==> config.mk <==
export PLATFORM = sky130hd
export DESIGN_NAME = hmc960_spi_target
export DESIGN_NICKNAME = d
export VERILOG_FILES = /design/src/rtl/hmc960_spi_target_pkg.sv /design/src/rtl/hmc960_spi_target_sync_edge.sv /design/src/rtl/hmc960_spi_target.sv
export SDC_FILE = /design/constraint.sdc
export NUM_CORES = 2
export LEC_CHECK = 0
export CORE_UTILIZATION = 45
export DETAILED_ROUTE_END_ITERATION = 12
export PLACE_DENSITY = 0.61
export SYNTH_ARGS = -nofsm -noshare
export SYNTH_HDL_FRONTEND = slang
export SYNTH_SLANG_ARGS = --single-unit
==> constraint.sdc <==
create_clock -name clk -period 64.1 [get_ports clk]
set_clock_uncertainty 0.2 [all_clocks]
set_input_delay 12.82 -clock clk [delete_from_list [all_inputs] [get_ports clk]]
set_output_delay 12.82 -clock clk [all_outputs]
set_load 0.05 [all_outputs]
==> src/rtl/hmc960_spi_target_pkg.sv <==
// Shared definitions for the HMC960 serial-port target: field widths,
// FSM encoding, frame layout and a frame packing helper.
package hmc960_spi_target_pkg;

   localparam int DATA_W   = 24;
   localparam int ADDR_W   = 5;
   localparam int CHIP_W   = 3;
   localparam int FRAME_W  = 32;
   localparam int NUM_REGS = 32;
   localparam int CNT_W    = 6;

   // bit counter stops here so over-long frames cannot wrap back to 32
   localparam logic [CNT_W-1:0]  BIT_SAT  = 6'd33;
   localparam logic [CNT_W-1:0]  CNT_FULL = 6'd32;

   // writing this register also moves the readback pointer
   localparam logic [ADDR_W-1:0] READ_PTR_REG  = '0;
   localparam logic [CHIP_W-1:0] CHIP_ADDR_DEF = 3'b110;

   // serial pins are synchronized as one small lane vector
   localparam int NUM_PINS = 3;
   localparam int PIN_SEN  = 2;
   localparam int PIN_SCLK = 1;
   localparam int PIN_SDI  = 0;

   typedef enum logic [1:0] {
      ST_ARM    = 2'd0,
      ST_IDLE   = 2'd1,
      ST_SHIFT  = 2'd2,
      ST_COMMIT = 2'd3
   } state_t;

   // on-wire frame, MSB first
   typedef struct packed {
      logic [DATA_W-1:0] data;
      logic [ADDR_W-1:0] addr;
      logic [CHIP_W-1:0] chip;
   } frame_t;

   function automatic logic [FRAME_W-1:0] frame_pack(
      input logic [DATA_W-1:0] data,
      input logic [ADDR_W-1:0] addr,
      input logic [CHIP_W-1:0] chip
   );
      return {data, addr, chip};
   endfunction

endpackage

==> src/rtl/hmc960_spi_target_sync_edge.sv <==
// Multi-flop synchronizer for one serial pin with rise/fall pulses taken
// from the synchronized copy. Everything resets low, so a pin already low
// at reset release never produces a spurious falling edge.
module hmc960_spi_target_sync_edge #(
   parameter int STAGES = 2
) (
   input  logic clk,
   input  logic reset,
   input  logic d,
   output logic q,
   output logic rise,
   output logic fall
);

   logic [STAGES-1:0] sync_q;
   logic              prev_q;

   // synchronizer chain plus one delayed copy for edge detection
   always_ff @(posedge clk or posedge reset) begin
      if (reset) begin
         sync_q <= '0;
         prev_q <= 1'b0;
      end else begin
         sync_q <= {sync_q[STAGES-2:0], d};
         prev_q <= sync_q[STAGES-1];
      end
   end

   assign q    = sync_q[STAGES-1];
   assign rise =  q & ~prev_q;
   assign fall = ~q &  prev_q;

endmodule

==> src/rtl/hmc960_spi_target.sv <==
// HMC960 serial-port responder: oversamples SEN/SCLK/SDI on clk, shifts
// 32-bit frames in and readback data out, and commits writes into a
// 32x24 register file. Writing register 0 also selects which register the
// next frame returns on SDO.
module hmc960_spi_target
   import hmc960_spi_target_pkg::*;
#(
   parameter logic [CHIP_W-1:0] CHIP_ADDR   = CHIP_ADDR_DEF,
   parameter int                SYNC_STAGES = 2
) (
   input  logic              clk,
   input  logic              reset,
   input  logic              sen,
   input  logic              sclk,
   input  logic              sdi,
   output logic              sdo,
   output logic              sdo_oe,
   output logic              wr_valid,
   output logic [ADDR_W-1:0] wr_addr,
   output logic [DATA_W-1:0] wr_data,
   output logic              frame_err,
   input  logic [ADDR_W-1:0] rd_addr,
   output logic [DATA_W-1:0] rd_data,
   output logic              busy
);

   logic [NUM_PINS-1:0] pins, pin_q, pin_rise, pin_fall;
   logic                sen_q, sen_rise, sen_fall, sclk_rise, sclk_fall, sdi_q;
   logic                unused_pins;

   state_t                         state, state_nx;
   logic [CNT_W-1:0]               bit_cnt;
   logic [FRAME_W-1:0]             rx_sr, tx_sr, tx_load;
   frame_t                         rx_f;
   logic [ADDR_W-1:0]              rd_ptr;
   logic [NUM_REGS-1:0][DATA_W-1:0] regs;
   logic                           frame_ok, chip_ok, wr_en;

   assign pins = {sen, sclk, sdi};

   for (genvar i = 0; i < NUM_PINS; i++) begin : g_sync
      hmc960_spi_target_sync_edge #(
         .STAGES (SYNC_STAGES)
      ) u_sync (
         .clk   (clk),
         .reset (reset),
         .d     (pins[i]),
         .q     (pin_q[i]),
         .rise  (pin_rise[i]),
         .fall  (pin_fall[i])
      );
   end

   assign sen_q     = pin_q[PIN_SEN];
   assign sen_rise  = pin_rise[PIN_SEN];
   assign sen_fall  = pin_fall[PIN_SEN];
   assign sclk_rise = pin_rise[PIN_SCLK];
   assign sclk_fall = pin_fall[PIN_SCLK];
   assign sdi_q     = pin_q[PIN_SDI];
   assign unused_pins = ^{pin_q[PIN_SCLK], pin_rise[PIN_SDI], pin_fall[PIN_SDI]};

   // frame decode and commit qualifiers
   assign rx_f     = frame_t'(rx_sr);
   assign frame_ok = (bit_cnt == CNT_FULL);
   assign chip_ok  = (rx_f.chip == CHIP_ADDR);
   assign wr_en    = (state == ST_COMMIT) && frame_ok && chip_ok;
   assign tx_load  = frame_pack(regs[rd_ptr], rd_ptr, CHIP_ADDR);

   assign sdo_oe = (state == ST_SHIFT);
   assign busy   = (state == ST_SHIFT);

   // state register
   always_ff @(posedge clk or posedge reset) begin
      if (reset) state <= ST_ARM;
      else       state <= state_nx;
   end

   // next state: ARM waits out any frame that was in flight at reset release
   always_comb begin
      state_nx = state;
      case (state)
         ST_ARM:    if (sen_q)    state_nx = ST_IDLE;
         ST_IDLE:   if (sen_fall) state_nx = ST_SHIFT;
         ST_SHIFT:  if (sen_rise) state_nx = ST_COMMIT;
         ST_COMMIT:               state_nx = ST_IDLE;
         default:                 state_nx = ST_ARM;
      endcase
   end

   // shift datapath, readback pointer and commit strobes
   always_ff @(posedge clk or posedge reset) begin
      if (reset) begin
         bit_cnt   <= '0;
         rx_sr     <= '0;
         tx_sr     <= '0;
         sdo       <= 1'b0;
         rd_ptr    <= '0;
         wr_valid  <= 1'b0;
         wr_addr   <= '0;
         wr_data   <= '0;
         frame_err <= 1'b0;
      end else begin
         wr_valid  <= 1'b0;
         frame_err <= 1'b0;
         case (state)
            ST_IDLE: begin
               sdo <= 1'b0;
               if (sen_fall) begin
                  bit_cnt <= '0;
                  tx_sr   <= tx_load;
                  sdo     <= tx_load[FRAME_W-1];
               end
            end
            ST_SHIFT: begin
               // an SCLK edge landing with SEN release is dropped
               if (!sen_rise) begin
                  if (sclk_rise) begin
                     rx_sr <= {rx_sr[FRAME_W-2:0], sdi_q};
                     if (bit_cnt != BIT_SAT) bit_cnt <= bit_cnt + 1'b1;
                  end
                  if (sclk_fall) begin
                     // zeros shift in, so SDO reads 0 once all 32 bits are out
                     tx_sr <= tx_sr << 1;
                     sdo   <= tx_sr[FRAME_W-2];
                  end
               end
            end
            ST_COMMIT: begin
               sdo <= 1'b0;
               if (!frame_ok) begin
                  frame_err <= 1'b1;
               end else if (chip_ok) begin
                  wr_valid <= 1'b1;
                  wr_addr  <= rx_f.addr;
                  wr_data  <= rx_f.data;
                  if (rx_f.addr == READ_PTR_REG) rd_ptr <= rx_f.data[ADDR_W-1:0];
               end
            end
            default: sdo <= 1'b0;
         endcase
      end
   end

   // register file; commit writes only on a complete, addressed frame
   always_ff @(posedge clk or posedge reset) begin
      if (reset)      regs <= '0;
      else if (wr_en) regs[rx_f.addr] <= rx_f.data;
   end

   // fabric read port, one clock latency, no write bypass
   always_ff @(posedge clk or posedge reset) begin
      if (reset) rd_data <= '0;
      else       rd_data <= regs[rd_addr];
   end

endmodule

==> impl_metrics.csv <==
group,metric,value,unit
status,outcome,"completed",
yosys,synth_top_area_cell,"dfrtp_1",
sta,finalSetupViolCount,0,
yosys,synth_edf_count,0,
floorplan,fp.dieArea,0.1048,mm2
pwr,combPwrFrac,8.7,%
pwr,clkPwrFrac,46.0,%
setup_path,required,64.54,ns
yosys,synth.avg_cell_area,15.19,um2
floorplan,ios,68,
setup_path,crit_fanout,170,
yosys,synth_area,0.04656,mm2
yosys,ys.flop_type,"dfrtp_1",
global_route,grt_pass1_wl,218000,um
setup_path,worstPathArrival,16.67,ns
floorplan,die_y,323.7,um
global_route,grt_util_all_layers,28.95,%
sta,max_freq,0.06162,GHz
clocking,cts_buffers,99,
drt,drt.antenna.violating_nets,0,
clocking,cts_hold_buf,0,
cells_and_area,instances_no_fill,4454,
pwr,p_seq_share,45.2,%
pwr,power_leakage,22.62,nW
sta,hold_violations,0,
global_route,overflow,0,
cells_and_area,final_common_cell,"dfrtp_1",
sta,fin_crit,16.23,ns
setup_path,cp-start-kind,"primary input",
cells_and_area,fill_cells,8543,
yosys,seq_area_frac_synth,48.75,%
sta,tightest_slew,1.296,ns
clocking,cts-root-buf,"clkbuf_16",
placed_design,io_buffers,67,
clocking,clkTransAtPathRegs,0.06,ns
global_route,grt_max_degree,171,
sta,finalSetupTns,0,ns
drt,dr.pass1.iters,5,
floorplan,die_w,323.7,um
sta,post-route-period-util,25.32,%
drt,drt-total-wl,147800,um
yosys,yosys_warnings,0,
placed_design,hpwl,81780,um
yosys,synth_top_area_share,48.75,%
sta,rsz0062_at_grt,"false",
floorplan,start_util,45.57,%
pwr,p_int,0.9906,mW
pwr,p_per_area,25.55,mW/mm2
yosys,syn_nets,3083,
drt,first_iter_violations,2971,
clocking,clock_path_buffers,3,
yosys,synth_area_leaders,"dfrtp_1, mux2_2, mux4_2",
yosys,postSynthCellCount,3065,
sta,maxSlewViolCount,0,
clocking,clk_latency,0.67,ns
setup_path,critPathKind,"in2async",
floorplan,core_area,0.1022,mm2
clocking,cts_setup_buffers,0,
global_route,antenna_found_initial,2,
global_route,grt_pass1_vias,30611,
placed_design,dp_cells,4273,
pwr,switching_share,24.92,%
setup_path,crit_path_end_kind,"asynchronous set/reset pin",
cells_and_area,final_cell_mix,"dfrtp_1, mux2_2, mux4_2",
sta,slew_headroom,13.60,%
run,maxCapViolations,0,
drt,route.vias.total,29121,
clocking,clkSinkCount,907,
min_path,hold_class,"reg2reg",
yosys,ys_types,55,
drt,vias_per_cell,6.538,
drt,drt_drc_violations_left,0,
clocking,h-tree-depth,3,
yosys,ys_ff_latch,907,
clocking,cts_tree,"built",
floorplan,rows,117,
cells_and_area,final_nets,3024,
pwr,power,1.319,mW
cells_and_area,drive_above_1_share,48.30,%
clocking,post_cts_resized,0,
pwr,power.switching,0.3288,mW
cells_and_area,syn_to_final_growth,10.90,%
drt,post_drt_wl_per_cell,33.18,um
placed_design,place_congestion,0.8323,
yosys,async_flop_share,100.0,%
pwr,peakVddDrop,0.02367,mV
[metrics by stage]
stage	area [um2]	setup WS (ns)	hold slack [ns]	utilization (%)
after detailed placement	48180	47.15	0.1379	47.15
after CTS	51630	47.85	0.1496	50.53
after global placement	48180	47.30	0.1356	47.15
after global routing	51630	47.37	0.1541	50.53
after floorplan	46560	25.58	0.1312	-
final	51640	47.87	0.1491	50.54
[cells by family (layout without fill, tap and decap cells)]
kind of cell	count (synthesis)	after routing	share of synthesized area (%)
AO/OA/AOI/OAI	229	229	3.477
other	0	1	0
multiplexers	1428	1428	42.09
adder cells (fa/ha/maj)	8	8	0.2150
AND/OR/NAND/NOR	179	179	1.948
buffers and inverters	314	334	3.523
flip-flops	907	907	48.75
[final timing paths]
path                       depth (start not counted)                          to  slack, ns                       start
max                                                5                   regs[195]      47.87                       reset
min                                                0  g_sync[2].u_sync.sync_q[1]       0.15  g_sync[2].u_sync.sync_q[0]
max reg2reg                                        6                   regs[154]      59.61                  bit_cnt[2]
min reg2reg                                        0  g_sync[2].u_sync.sync_q[1]       0.15  g_sync[2].u_sync.sync_q[0]
max in group clk                                   5                  rd_data[8]      48.74                  rd_addr[0]
min in group asynchronous                          2                   frame_err      12.44                       reset
[area by class of cell]
| type | instances | area, um2 | share of cell area (%) |
|---|---|---|---|
| inverters | 13 | 56.30 | 0.1090 |
| diodes | 1 | 2.502 | 0.004846 |
| flip-flops and latches | 907 | 22710 | 43.98 |
| multi-input cells | 1844 | 22430 | 43.45 |
| clock buffers | 147 | 2950 | 5.714 |
| clock inverters | 33 | 506.7 | 0.9813 |
| repair buffers | 141 | 1264 | 2.447 |
| well taps | 1368 | 1712 | 3.315 |
[Yosys cell counts (24+ instances only)]
| library cell | number |
|---|---|
| dfrtp_1 | 907 |
| mux2_2 | 859 |
| mux4_2 | 338 |
| mux2i_1 | 230 |
| clkbuf_1 | 140 |
| nand2_1 | 73 |
| buf_2 | 63 |
| a21oi_1 | 62 |
| a22oi_1 | 51 |
| buf_4 | 48 |
| nor2_2 | 31 |
| buf_6 | 27 |
| nor2_1 | 24 |
[registers in the layout, indices dropped and copies added (netlist names)]
signal and count:
regs 768, wr_addr 5, rd_data 24, wr_data 24
g_sync.u_sync.prev_q 2, rd_ptr 5, g_sync.u_sync.sync_q 6, frame_err 1
rx_f 32, state 2, sdo 1, wr_valid 1
bit_cnt 6, tx_sr 30
[worst max-delay path: stages]
cell,delay [ns]
clkdlybuf4s50_1,0.49
inv_8,0.49
buf_4,0.75
buf_12,0.62
buf_4,0.90
[power by group through the flow]
| stage | Combinational (mW) | Clock [mW] | Sequential, mW |
|---|---|---|---|
| floorplan | 0.0738 | 0 | 0.602 |
| global placement | 0.113 | 0 | 0.606 |
| detailed placement | 0.114 | 0 | 0.606 |
| CTS | 0.115 | 0.618 | 0.596 |
| global route | 0.123 | 0.641 | 0.597 |
| finish | 0.115 | 0.608 | 0.597 |
[per-layer routing]
metal / track usage, % / wire, um
met4: 10.22 / 4937
met2: 43.09 / 66360
met1: 41.98 / 64550
met5: 0 / 56
met3: 6.125 / 11890
Power figures use the tool's default switching activity.
